$ cat src/rtl/hdmi_data_island_packet_assembler.sv
// HDMI data-island packet serialiser: streams header and four subpackets onto the
// TERC4 bit lanes, appending bit-serial BCH parity for each block.
module hdmi_data_island_packet_assembler #(
    parameter logic [7:0] ECC_POLY = 8'h83
) (
    input  logic         clk_pixel,
    input  logic         reset,
    input  logic         data_island_period,
    input  logic [23:0]  header,
    input  logic [223:0] sub,
    output logic         packet_load,
    output logic [8:0]   packet_data,
    output logic         packet_data_valid,
    output logic [4:0]   counter
);
    localparam int PKT_CLKS = 32;

    logic [4:0]  cnt;
    logic [23:0] hdr_sr;
    logic [55:0] sub_sr [4];
    logic [7:0]  ecc_h;
    logic [7:0]  ecc_s [4];

    logic        start_p0;
    logic [23:0] hdr_cur_p0;
    logic [55:0] sub_cur_p0 [4];
    logic [7:0]  ecc_h_base_p0;
    logic [7:0]  ecc_h_next_p0;
    logic [7:0]  ecc_s_base_p0 [4];
    logic [7:0]  ecc_s_next_p0 [4];
    logic        hdr_bit_p0;
    logic [3:0]  even_p0;
    logic [3:0]  odd_p0;
    logic [8:0]  word_p0;

    function automatic logic [7:0] ecc_step(input logic [7:0] ecc, input logic d);
        return (ecc >> 1) ^ ((ecc[0] ^ d) ? ECC_POLY : 8'h00);
    endfunction

    // Stage p0: the capture cycle reads the live inputs so index 0 needs no bubble
    always_comb begin
        start_p0      = data_island_period && (cnt == 5'd0);
        hdr_cur_p0    = start_p0 ? header : hdr_sr;
        ecc_h_base_p0 = start_p0 ? 8'h00 : ecc_h;
        hdr_bit_p0    = 1'b0;
        ecc_h_next_p0 = ecc_h_base_p0;
        even_p0       = 4'h0;
        odd_p0        = 4'h0;

        if (cnt < 5'd24) begin
            hdr_bit_p0    = hdr_cur_p0[0];
            ecc_h_next_p0 = ecc_step(ecc_h_base_p0, hdr_cur_p0[0]);
        end else begin
            // cnt in 24..31, so its low 3 bits are the parity bit index
            hdr_bit_p0 = ecc_h_base_p0[cnt[2:0]];
        end

        for (int k = 0; k < 4; k++) begin
            sub_cur_p0[k]    = start_p0 ? sub[k*56 +: 56] : sub_sr[k];
            ecc_s_base_p0[k] = start_p0 ? 8'h00 : ecc_s[k];
            ecc_s_next_p0[k] = ecc_s_base_p0[k];
            if (cnt < 5'd28) begin
                even_p0[k]       = sub_cur_p0[k][0];
                odd_p0[k]        = sub_cur_p0[k][1];
                ecc_s_next_p0[k] = ecc_step(ecc_step(ecc_s_base_p0[k], sub_cur_p0[k][0]),
                                            sub_cur_p0[k][1]);
            end else begin
                even_p0[k] = ecc_s_base_p0[k][{cnt[1:0], 1'b0}];
                odd_p0[k]  = ecc_s_base_p0[k][{cnt[1:0], 1'b1}];
            end
        end

        word_p0 = {odd_p0, even_p0, hdr_bit_p0};
    end

    assign packet_load = start_p0 && !reset;

    // Stage p1: registered lanes, shift registers and frozen-on-parity accumulators
    always_ff @(posedge clk_pixel) begin
        if (reset) begin
            cnt               <= 5'd0;
            hdr_sr            <= 24'h0;
            ecc_h             <= 8'h00;
            packet_data       <= 9'h0;
            packet_data_valid <= 1'b0;
            counter           <= 5'd0;
            for (int k = 0; k < 4; k++) begin
                sub_sr[k] <= 56'h0;
                ecc_s[k]  <= 8'h00;
            end
        end else if (data_island_period) begin
            cnt               <= (cnt == 5'(PKT_CLKS - 1)) ? 5'd0 : cnt + 5'd1;
            hdr_sr            <= hdr_cur_p0 >> 1;
            ecc_h             <= ecc_h_next_p0;
            packet_data       <= word_p0;
            packet_data_valid <= 1'b1;
            counter           <= cnt;
            for (int k = 0; k < 4; k++) begin
                sub_sr[k] <= sub_cur_p0[k] >> 2;
                ecc_s[k]  <= ecc_s_next_p0[k];
            end
        end else begin
            cnt               <= 5'd0;
            packet_data       <= 9'h0;
            packet_data_valid <= 1'b0;
            counter           <= 5'd0;
        end
    end

endmodule
$ cat config.mk
export PLATFORM = sky130hd
export DESIGN_NAME = hdmi_data_island_packet_assembler
export DESIGN_NICKNAME = d
export VERILOG_FILES = /design/src/rtl/hdmi_data_island_packet_assembler.sv
export SDC_FILE = /design/constraint.sdc
export NUM_CORES = 1
export LEC_CHECK = 0
export CELL_PAD_IN_SITES_DETAIL_PLACEMENT = 0
export CELL_PAD_IN_SITES_GLOBAL_PLACEMENT = 1
export CORE_MARGIN = 2
export CORE_UTILIZATION = 43
export CTS_CLUSTER_SIZE = 12
export DETAILED_ROUTE_END_ITERATION = 16
export HOLD_SLACK_MARGIN = 0.15
export PLACE_DENSITY_LB_ADDON = 0.25
export SYNTH_ARGS = -nofsm -noshare
export SYNTH_HDL_FRONTEND = slang
export SYNTH_SLANG_ARGS = --single-unit
$ cat constraint.sdc
create_clock -name clk_pixel -period 18.4 [get_ports clk_pixel]
set_clock_uncertainty 0.05 [all_clocks]
set_input_delay 3.68 -clock clk_pixel [delete_from_list [all_inputs] [get_ports clk_pixel]]
set_output_delay 3.68 -clock clk_pixel [all_outputs]
set_load 0.03 [all_outputs]
; ---- Yosys cells after proc, flatten, opt, wreduce, memory -nomap -nowiden
; Memory sizes are Yosys's and may differ from the RTL's.
; Cells that the tools add are included.
[op_classes]
magnitude_cmp = 5
eq_ne = 1
n_addsub = 1
reduce_logical = 6
mux = 64
bitwise = 27
[op_table]
columns = operator, n
row1 = $mux W56, 4
row2 = $mux W54, 4
row3 = $mux W8, 23
row4 = $xor A7 B8 Y8, 9
row5 = $mux W24, 1
row6 = $mux W1, 23
row7 = $bmux W1 S2, 8
row8 = $lt A3 B4 Y1 const B, 3
row9 = $lt A5 B5 Y1 const B, 2
row10 = $xor A1 B1 Y1, 9
row11 = $or A1 B1 Y1, 8
row12 = $add A5 B1 Y5 const B, 1
row13 = $eq A5 B5 Y1 const B, 1
row14 = $logic_not A5 Y1, 1
row15 = $bmux W1 S3, 1
row16 = $reduce_or A3 Y1, 1
row17 = $logic_and A1 B1 Y1, 2
row18 = $reduce_or A2 Y1, 1
row19 = $logic_not A1 Y1, 1
row20 = $not A1 Y1, 1
[word_totals]
regBits = 51
mem_count = 2
output_inout_bits = 16
mem_bits_rw = 248
[memory_table]
columns = memory, depth, width, rd, rd_ports_with_merged_regs, write_ports, line_no
row1 = sub_sr, 4, 54, 4, 0, 4, 20  ; logic [55:0] sub_sr [4];
row2 = ecc_s, 4, 8, 4, 0, 4, 22  ; logic [7:0] ecc_s [4];

; ---- Longest topological paths before layout
[depth]
depth_word = 11
mapped_depth = 10

; ---- Worst setup path before layout
; Ideal clock, no wire load.
[synth_path]
path_type = in2reg
from = input port data_island_period
to = memory ecc_s[0][0] (enable)
slack_ns = 8.700
path_buffers = 2
cell_stages = 4
t_arrival_ns = 9.050
setup_ns = 0.599
path_cell_list = clkbuf_1 clkbuf_1 nor2_1 inv_1
[synth_lines]
columns = element, line_no
row1 = from (decl), 8  ; input logic data_island_period,
row2 = to (decl), 22

; ---- Worst setup path in the final report
[layout_path]
from = input port data_island_period
to = output port packet_load
[layout_via]
elab_chain_len = 2
[layout_rtl]
columns = element, line_no
row1 = $logic_and A1 B1 Y1, 42  ; start_p0 = data_island_period && (cnt == 5'd0);
row2 = $logic_and A1 B1 Y1, 76  ; assign packet_load = start_p0 && !reset;
row3 = to (decl), 11  ; output logic packet_load,
; No other way between the ends.

==> summary.txt <==
Cells and area
  • Ratio of cells with drive above 1 in the final layout: 5.16%
  • Area Growth Syn to Fin: 28.3%
  • Final nets: 1,817
  • Fin area: 17,600 um2

Pwr
  • Power Total: 1.66 mW
  • IR drop worst, VDD: 0.0587 mV
  • PD cells: 94.4 nW/um2
  • Leakage power: 6.51 nW

CTS
  • Worst skew pair latency: 500 ps
  • Hold Buf Count CTS: 0
  • Max Buffers Root-to-Sink: 3
  • CTS buffer count: 36
  • CTS clk-pin slew, worst paths: 60 ps
  • # resized after CTS: 0
  • CTS Sinks: 299
  • H-tree levels: 2
  • Root buffer cell: clkbuf_16
  • Post-CTS setup buffers: 0
  • TritonCTS clock tree: yes

Yosys
  • Syn nets: 1,606
  • Synthesized flop and latch total: 299
  • Syn_area_per_cell: 10.1 um2
  • Top-count cell post-synth: nand2_1
  • Main synth FF type: edfxtp_1
  • Area leader, netlist: edfxtp_1
  • Synth Cell Area: 13,700 um2
  • Yosys top cell area share: 54.3%
  • Asr flop ratio synth: 0%
  • Synthesized instance count: 1,352
  • Commonest cells in the synthesized netlist: 494 x nand2_1, 248 x edfxtp_1, 245 x a21oi_1
  • Synth cell types: 40
  • Seq/Total Area, Yosys: 61.7%
  • Synth Warn #: 0
  • Number of synthesized flops with an enable pin: 248
  • Area contributors post-synth: edfxtp_1 54%, nand2_1 14%, a21oi_1 8.9%

Timing
  • Final worst slack: 8270 ps
  • Final period util: 55.1%
  • Worst rel slew slack: 29.9%
  • Final setup violation count: 0
  • Setup TNS: 0 ps
  • WHS: 427 ps
  • Slew Viols, Final: 0
  • Worst slew pin tran: 1050 ps
  • Fmax: 98.7 MHz
  • RSZ-0062 raised after global routing: no
  • Clock period minus worst slack: 10,130 ps
  • Final Hold Viols: 0

Global routing
  • GRT Total Usage: 18.6%
  • Vias in the first global route: 9,969
  • Global route overflow: 0
  • Largest net degree at the start of global routing: 95
  • Initial antenna violation count: 3
  • First-pass GRT wire length: 50.5 mm

Route
  • DR iter-0 viols: 772
  • Vias: 10.3k
  • Total wire length: 31.9 mm
  • Pre-antenna DRT Iters: 5
  • # DRC: 0
  • DR vias/cell: 5.17
  • Wire per inst: 16.0 um
  • Final ANT Viol Nets: 0

Die
  • Full die area: 33,300 um2
  • Starting density of the core: 43.6%
  • Die width: 183 um
  • Die height: 183 um
  • CORE AREA: 31,500 um2
  • # rows: 65
  • IO Pins: 267

Hold path
  • Cell count of the worst hold path: 1
  • HP Class: flop to flop
  • Origin of the worst min-delay path: hdr_sr[22]
  • Worst Hold End: hdr_sr[22]

Critical path
  • Worst r2r dst: sub_sr[0][50]
  • CP endpoint kind: output pin
  • Crit path DAT: 6400 ps
  • Worst endpoint required time: 14,670 ps
  • WS Path Type: primary input to output pin
  • Reg-to-Reg Start: cnt[0]
  • Reg2Reg Depth: 9
  • CP startpoint kind: primary input
  • Setup slack, reg-to-reg: 13,710 ps
  • Crit-path max FO: 81

Placed design
  • Gpl congestion: 0.766
  • Placed Area: 16,500 um2
  • Pre-CTS WS: 8260 ps
  • I/O Buffers: 266
  • DP HPWL: 19.5 mm

Outcome
  • Outcome: finished clean

Job
  • Max-Cap Viols: 0
-- through the flow --
stage | std cells | utilization, %
2_1_floorplan | 1352 | -
3_3_place_gp | 1927 | 52.4
3_5_place_dp | 1927 | 52.4
4_1_cts | 1990 | 55.9
5_1_grt | 1991 | 55.9
6_report | 1992 | 55.9
-- placed cells by master (no fill, tap or decap), drive strengths merged, types with 13 or more instances in the layout --
cell,count
nand2,494
dfxtp,51
edfxtp,248
clkbuf,52
a211oi,22
clkdlybuf4s50,265
nor2,38
and2,13
xnor2,19
mux2i,25
a21oi,245
buf,14
-- flip-flops by register name (all words and copies together), names as in the netlist --
register	flops
ecc_s	32
packet_data	9
packet_data_valid	1
ecc_h	8
hdr_sr	23
counter	5
cnt	5
sub_sr	216
-- kinds of logic after synthesis --
logic type	after synthesis	synth area share, %
AND/OR/NAND/NOR	571	16.4
adder cells (fa/ha/maj)	3	0.274
multiplexers	38	3.71
XOR/XNOR	25	1.71
AO/OA/AOI/OAI	306	12.4
flip-flops	299	61.7
buffers and inverters	110	3.79
-- where the power goes --
group          total, mW  switching [mW]  internal (mW)
sequential         0.804          0.0192          0.784
combinational      0.192          0.0991         0.0929
clock              0.666           0.266          0.400
-- layer usage --
layer / wire, um / part of all wire (%) / global-route usage, %
met5: 27 / 0.085 / 0
met4: 811 / 2.5 / 5.94
met3: 2510 / 7.9 / 5.47
met2: 14800 / 46 / 29.9
met1: 13700 / 43 / 24.4
-- worst max-delay path, cell delays in order --
cell and delay [ps]:
buf_2 80, buf_4 510, nand2_4 640, nor2_2 640
clkdlybuf4s50_1 770
-- final cells by class --
cell class              instances  area (um2)
repair buffers                279        2760
well taps                     402         503
clock inverters                11        82.6
fillers                      2831       13900
inverters                       4        22.5
diodes                          2        5.00
flip-flops and latches        299        8470
clock buffers                  52        1020
multi-input cells             943        4750
-- worst max path at each step --
| stage | from | endpoint | cells after the start |
|---|---|---|---|
| after detailed placement | data_island_period | packet_load | 5 |
| after global placement | data_island_period | packet_load | 5 |
| final | data_island_period | packet_load | 5 |
| after CTS | data_island_period | packet_load | 5 |
| after global routing | data_island_period | packet_load | 5 |
| after floorplan | data_island_period | ecc_s[0][0] | 4 |
Note: power is estimated with default switching activity, not from simulation.
